$ cat src/rtl/tx_framer.sv
// tx_framer: buffers host payload bytes and emits SYNC/LEN/payload/XOR-checksum frames
// to a serial transmitter, advancing one byte per read_enable strobe.
module tx_framer #(
  parameter int         DEPTH_LOG2     = 5,
  parameter int         LEN_DEPTH_LOG2 = 2,
  parameter logic [7:0] SYNC_BYTE      = 8'hA5
) (
  input  logic       clk_bit,
  input  logic       rst_n,
  input  logic [7:0] s_data,
  input  logic       s_valid,
  input  logic       s_last,
  output logic       s_ready,
  output logic [7:0] d_out,
  output logic       d_out_valid,
  input  logic       read_enable,
  output logic       busy,
  output logic       trunc_err
);
  localparam logic [7:0] LAST_CNT = 8'((1 << DEPTH_LOG2) - 1);
  typedef enum logic [2:0] {IDLE, SYNC, LEN, DATA, CSUM} state_t;
  state_t state, nxt;
  logic [7:0] mem [2**DEPTH_LOG2];
  logic [7:0] lmem [2**LEN_DEPTH_LOG2];
  logic [DEPTH_LOG2:0] wp, rp, rp_nxt;
  logic [LEN_DEPTH_LOG2:0] lwp, lrp;
  logic [7:0] wcnt, rem, len_r, csum, csum_nxt, d_nxt, head, head_nxt;
  logic data_full, len_full, len_empty, wr, pkt_end, pop_len, pop_data;
  assign data_full = (wp[DEPTH_LOG2] != rp[DEPTH_LOG2]) &&
                     (wp[DEPTH_LOG2-1:0] == rp[DEPTH_LOG2-1:0]);
  assign len_full  = (lwp[LEN_DEPTH_LOG2] != lrp[LEN_DEPTH_LOG2]) &&
                     (lwp[LEN_DEPTH_LOG2-1:0] == lrp[LEN_DEPTH_LOG2-1:0]);
  assign len_empty = lwp == lrp;
  assign s_ready   = !data_full && !len_full;
  assign wr        = s_valid && s_ready;
  assign pkt_end   = wr && (s_last || wcnt == LAST_CNT);
  assign pop_data  = state == DATA && read_enable;
  assign pop_len   = !len_empty && (state == IDLE || (state == CSUM && read_enable));
  assign rp_nxt    = rp + (DEPTH_LOG2+1)'(pop_data);
  assign head      = mem[rp[DEPTH_LOG2-1:0]];
  assign head_nxt  = mem[rp_nxt[DEPTH_LOG2-1:0]];
  assign d_out_valid = state != IDLE;
  assign busy        = state != IDLE;
  always_ff @(posedge clk_bit) begin
    if (wr) mem[wp[DEPTH_LOG2-1:0]] <= s_data;
    if (pkt_end) lmem[lwp[LEN_DEPTH_LOG2-1:0]] <= wcnt + 8'd1;
  end
  always_ff @(posedge clk_bit or negedge rst_n) begin
    if (!rst_n) state <= IDLE;
    else state <= nxt;
  end
  always_comb begin
    nxt = state;
    case (state)
      IDLE:    nxt = len_empty ? IDLE : SYNC;
      SYNC:    if (read_enable) nxt = LEN;
      LEN:     if (read_enable) nxt = DATA;
      DATA:    if (read_enable && rem == 8'd1) nxt = CSUM;
      CSUM:    if (read_enable) nxt = len_empty ? IDLE : SYNC;
      default: nxt = IDLE;
    endcase
  end
  // d_out is loaded with the byte the next state will present, so it is a clean flop
  always_comb begin
    csum_nxt = (state == LEN && read_enable) ? len_r : pop_data ? csum ^ head : csum;
    d_nxt    = nxt == SYNC ? SYNC_BYTE :
               nxt == LEN  ? len_r :
               nxt == DATA ? head_nxt :
               nxt == CSUM ? csum_nxt : 8'h00;
  end
  always_ff @(posedge clk_bit or negedge rst_n) begin
    if (!rst_n) begin
      wp        <= '0;
      rp        <= '0;
      lwp       <= '0;
      lrp       <= '0;
      wcnt      <= '0;
      rem       <= '0;
      len_r     <= '0;
      csum      <= '0;
      d_out     <= '0;
      trunc_err <= 1'b0;
    end else begin
      wp   <= wp + (DEPTH_LOG2+1)'(wr);
      rp   <= rp_nxt;
      lwp  <= lwp + (LEN_DEPTH_LOG2+1)'(pkt_end);
      lrp  <= lrp + (LEN_DEPTH_LOG2+1)'(pop_len);
      wcnt <= pkt_end ? 8'd0 : wcnt + 8'(wr);
      if (pkt_end && !s_last) trunc_err <= 1'b1;
      if (pop_len) begin
        rem   <= lmem[lrp[LEN_DEPTH_LOG2-1:0]];
        len_r <= lmem[lrp[LEN_DEPTH_LOG2-1:0]];
      end else if (pop_data) rem <= rem - 8'd1;
      csum  <= csum_nxt;
      d_out <= d_nxt;
    end
  end
endmodule

$ cat config.mk
export PLATFORM = sky130hd
export DESIGN_NAME = tx_framer
export DESIGN_NICKNAME = d
export VERILOG_FILES = /design/src/rtl/tx_framer.sv
export SDC_FILE = /design/constraint.sdc
export NUM_CORES = 1
export LEC_CHECK = 0
export CAP_MARGIN = 10
export CORE_ASPECT_RATIO = 0.7
export CORE_MARGIN = 2
export CORE_UTILIZATION = 57
export DETAILED_ROUTE_END_ITERATION = 10
export GPL_TIMING_DRIVEN = 0
export HOLD_SLACK_MARGIN = 0.05
export PLACE_DENSITY = 0.77
export SYNTH_ARGS = -nofsm -noshare
export SYNTH_HDL_FRONTEND = slang
export SYNTH_SLANG_ARGS = --single-unit
$ cat constraint.sdc
create_clock -name clk_bit -period 3.3 [get_ports clk_bit]
set_clock_uncertainty 0.2 [all_clocks]
set_input_delay 0.66 -clock clk_bit [delete_from_list [all_inputs] [get_ports clk_bit]]
set_output_delay 0.66 -clock clk_bit [all_outputs]
set_load 0.005 [all_outputs]
==> summary.md <==
• **clock tree from TritonCTS** built
• **type of the worst setup path** flop to flop
• **leakage** 6.97 nW
• **internal power component** 12.5 mW
• **fraction of layout instances using a drive strength above 1** 28.8%
• **clock-pin slew reported for the worst setup and hold paths after clock tree synthesis** 0.07 ns
• **setup repair after global routing missed its margin** true
• **standard-cell row count** 52
• **total power per unit cell area** 1030 nW/um2
• **non-filler instance count after layout** 1,577
• **die span in x** 210 um
• **total number of yosys warnings** 0
• **Mapped Nets** 1,096
• **count of port buffers added during placement** 24
• **detailed-placement wirelength estimate** 31.6 mm
• **total number of vias** 11.0k
• **async set or reset register ratio after synthesis** 17.7%
• **Overall Global Routing Usage** 30.3%
• **number of buffers on the longest clock path** 3
• **status** finished with violations
• **Final Hold Viols** 0
• **area fraction of the dominant cell type after synthesis** 51.3%
• **total standard cell area after synthesis** 16,900 um2
• **length of the first detailed-routing pass in iterations** 5
• **Sequential Power Share** 28.9%
• **post-route antenna net violation count** 0
• **power consumption** 20.2 mW
• **net switching share of the total power** 38.3%
• **pin count of the biggest net entering global routing** 63
• **die height** 148 um
• **relative slew slack** 9.00%
• **vias in the first global route** 10.7k
• **antenna cells** 0
• **class of the tightest hold or removal check** primary input to asynchronous set/reset pin
• **Most used DFF post-synth** edfxtp_1
• **fin crit period** 3.35 ns
• **number of nets in the layout** 1,201
• **antenna violations before repair** 0
• **vias per inst** 6.99
• **floorplan core area** 29,000 um2
• **number of enable-type register cells in the synthesized netlist** 288
• **Setup WS post-layout** -0.0530 ns
• **peak fanout along the critical path** 8
• **Sw Pwr** 7.75 mW
• **final setup vio count** 2
• **crit path launch type** flop
• **number of hold buffers added after cts** 0
• **most frequent cells in the layout** edfxtp_1 (288), mux4_2 (89), mux2i_1 (71), nand2_1 (68), dfrtp_1 (61)
• **number of clock sinks** 350
• **number of max-slew violations in the final report** 0
• **number of register bits inferred by synthesis** 350
• **wire length of the first global-routing pass** 67.5 mm
• **Ports** 25
• **proportion of power drawn by combinational gates** 52.3%
• **clk root buf** clkbuf_16
• **failing checks** setup timing
• **CTS H-Tree Depth** 2
• **Worst Tran Pin Value** 1.36 ns
• **Syn-to-layout area delta** 17.0%
• **Placed Cells** 1,473
• **average size of a mapped cell** 15.8 um2
• **synth unique cells** 70
• **total global routing overflow** 0
• **critical path arrival** 3.51 ns
• **Routed wire per std cell** 29.6 um
• **minimum hold slack** 0.0208 ns
• **number of buffers created by CTS** 35
• **Peak VDD IR** 538 uV
• **Cells after Synth** 1,070
• **sequential-to-total area share from yosys stat** 60.5%
• **gpl congestion** 0.946
• **initial core utilization** 58.1%
• **die area** 31,000 um2
• **first-iteration detailed-routing DRC count** 1,600
• **cell taking the most area after synthesis** edfxtp_1
• **top area cells in the synthesized netlist** edfxtp_1 (51%), mux4_2 (12%), dfrtp_1 (9.2%)
• **post-route DRC violation count** 0
• **clock network power share** 18.7%
• **most frequent standard cell in the layout excluding fill and tap cells** edfxtp_1
• **max-capacitance violation count** 0
• **maximum clock frequency** 298 MHz
• **clock latency reported for the late side of the worst-skew pair** 0.53 ns
• **part of the cycle the worst path needs** 102%
• **routed wire length** 46.7 mm
• **final core utilization** 68.0%
• **category of the worst setup path capture point** flop
• **critical path data required time** 3.46 ns
-- power groups by stage --
stage	sequential, mW	clock, mW	combinational [mW]
after floorplan	5.79	0	6.00
after global placement	5.87	0	8.33
after detailed placement	5.90	0	8.50
after CTS	5.82	3.79	9.55
after global routing	5.91	3.98	11.0
final	5.86	3.79	10.6
-- per-stage QoR --
| step | setup TNS, ns | worst slack [ns] | cell area [um2] |
|---|---|---|---|
| after detailed placement | -122.28 | -2.00 | 17600 |
| after global routing | -0.243 | -0.100 | 19700 |
| after floorplan | -0.0358 | -0.0358 | 16900 |
| final | -0.0914 | -0.0530 | 19700 |
| after global placement | -166.50 | -2.01 | 17600 |
| after CTS | -35.37 | -0.258 | 19200 |
-- sequential cells by signal, indices dropped and copies added, names as in the netlist --
| signal | count |
|---|---|
| lrp | 3 |
| lwp | 3 |
| d_out | 8 |
| state | 3 |
| wcnt | 8 |
| mem | 256 |
| rem | 8 |
| wp | 6 |
| lmem | 32 |
| len_r | 8 |
| rp | 6 |
| trunc_err | 1 |
| csum | 8 |
-- Yosys cell counts, types with 7 or more instances --
| cell | n |
|---|---|
| a211oi_1 | 24 |
| a21o_1 | 7 |
| a21oi_1 | 40 |
| a22oi_1 | 20 |
| buf_2 | 18 |
| buf_4 | 11 |
| clkbuf_1 | 22 |
| dfrtp_1 | 62 |
| edfxtp_1 | 288 |
| ha_1 | 13 |
| inv_1 | 12 |
| mux2_2 | 18 |
| mux2i_1 | 77 |
| mux4_1 | 17 |
| mux4_2 | 89 |
| nand2_1 | 68 |
| nand3_1 | 22 |
| nor2_1 | 56 |
| nor2b_1 | 13 |
| nor3_1 | 7 |
| o21ai_0 | 28 |
| xnor2_1 | 13 |
| xor2_1 | 25 |
-- timing repair --
| item | 4_1_cts | 5_1_grt |
|---|---|---|
| gates cloned | 3 | 0 |
| pin swaps | 6 | 24 |
| endpoints found under the hold margin | 0 | 0 |
| setup buffers | 19 | 25 |
| setup endpoints to repair | 282 | 220 |
| gates resized for setup | 82 | 71 |
-- critical path, cell delays in order, from the launching register on --
cell and delay [ns]:
dfrtp_1 0.37, buf_6 0.13, nand4b_1 0.23, inv_2 0.14, buf_8 0.13, ha_4 0.21
buf_12 0.16, buf_16 0.15, buf_4 0.15, buf_16 0.14, mux4_2 0.44, mux2i_2 0.22
a211oi_2 0.14, o21ai_2 0.22, o311ai_4 0.15
-- cell type report --
cell class | count | area, um2
Buffer | 64 | 606
Clock buffer | 47 | 973
Clock inverter | 14 | 95.1
Fill cell | 1881 | 9280
Inverter | 16 | 63.8
Multi-Input combinational cell | 636 | 6590
Sequential cell | 350 | 10200
Tap cell | 378 | 473
Timing Repair Buffer | 72 | 733
-- path summary, 6_finish.rpt --
path / cells past startpoint / endpoint / slack, ns / startpoint
worst max-delay path: 14 / d_out[0] / -0.05 / state[2]
worst min-delay path: 1 / d_out[0] / 0.02 / rst_n
worst max register to register: 14 / d_out[0] / -0.05 / state[2]
worst min register to register: 1 / trunc_err / 0.26 / trunc_err
max in group asynchronous: 1 / wp[3] / 2.30 / rst_n
min in group clk_bit: 1 / trunc_err / 0.26 / trunc_err
-- logic make-up after synthesis --
logic type	Yosys count	share of synthesized area, %
adder cells (fa/ha/maj)	13	0.964
flip-flops	350	60.5
XOR/XNOR	40	2.17
AND/OR/NAND/NOR	223	6.57
multiplexers	201	20.3
AO/OA/AOI/OAI	159	6.53
buffers and inverters	84	2.99
-- metal layers --
metal  share of wire (%)  vias up  track usage, %
met3                  14      108            10.2
met5                   0        -               0
met1                  40     5585            45.3
met2                  43      837            42.6
met4                 2.7        0            8.69
li1                    -     4487               -
No activity file was read; power rests on OpenSTA's default activity.
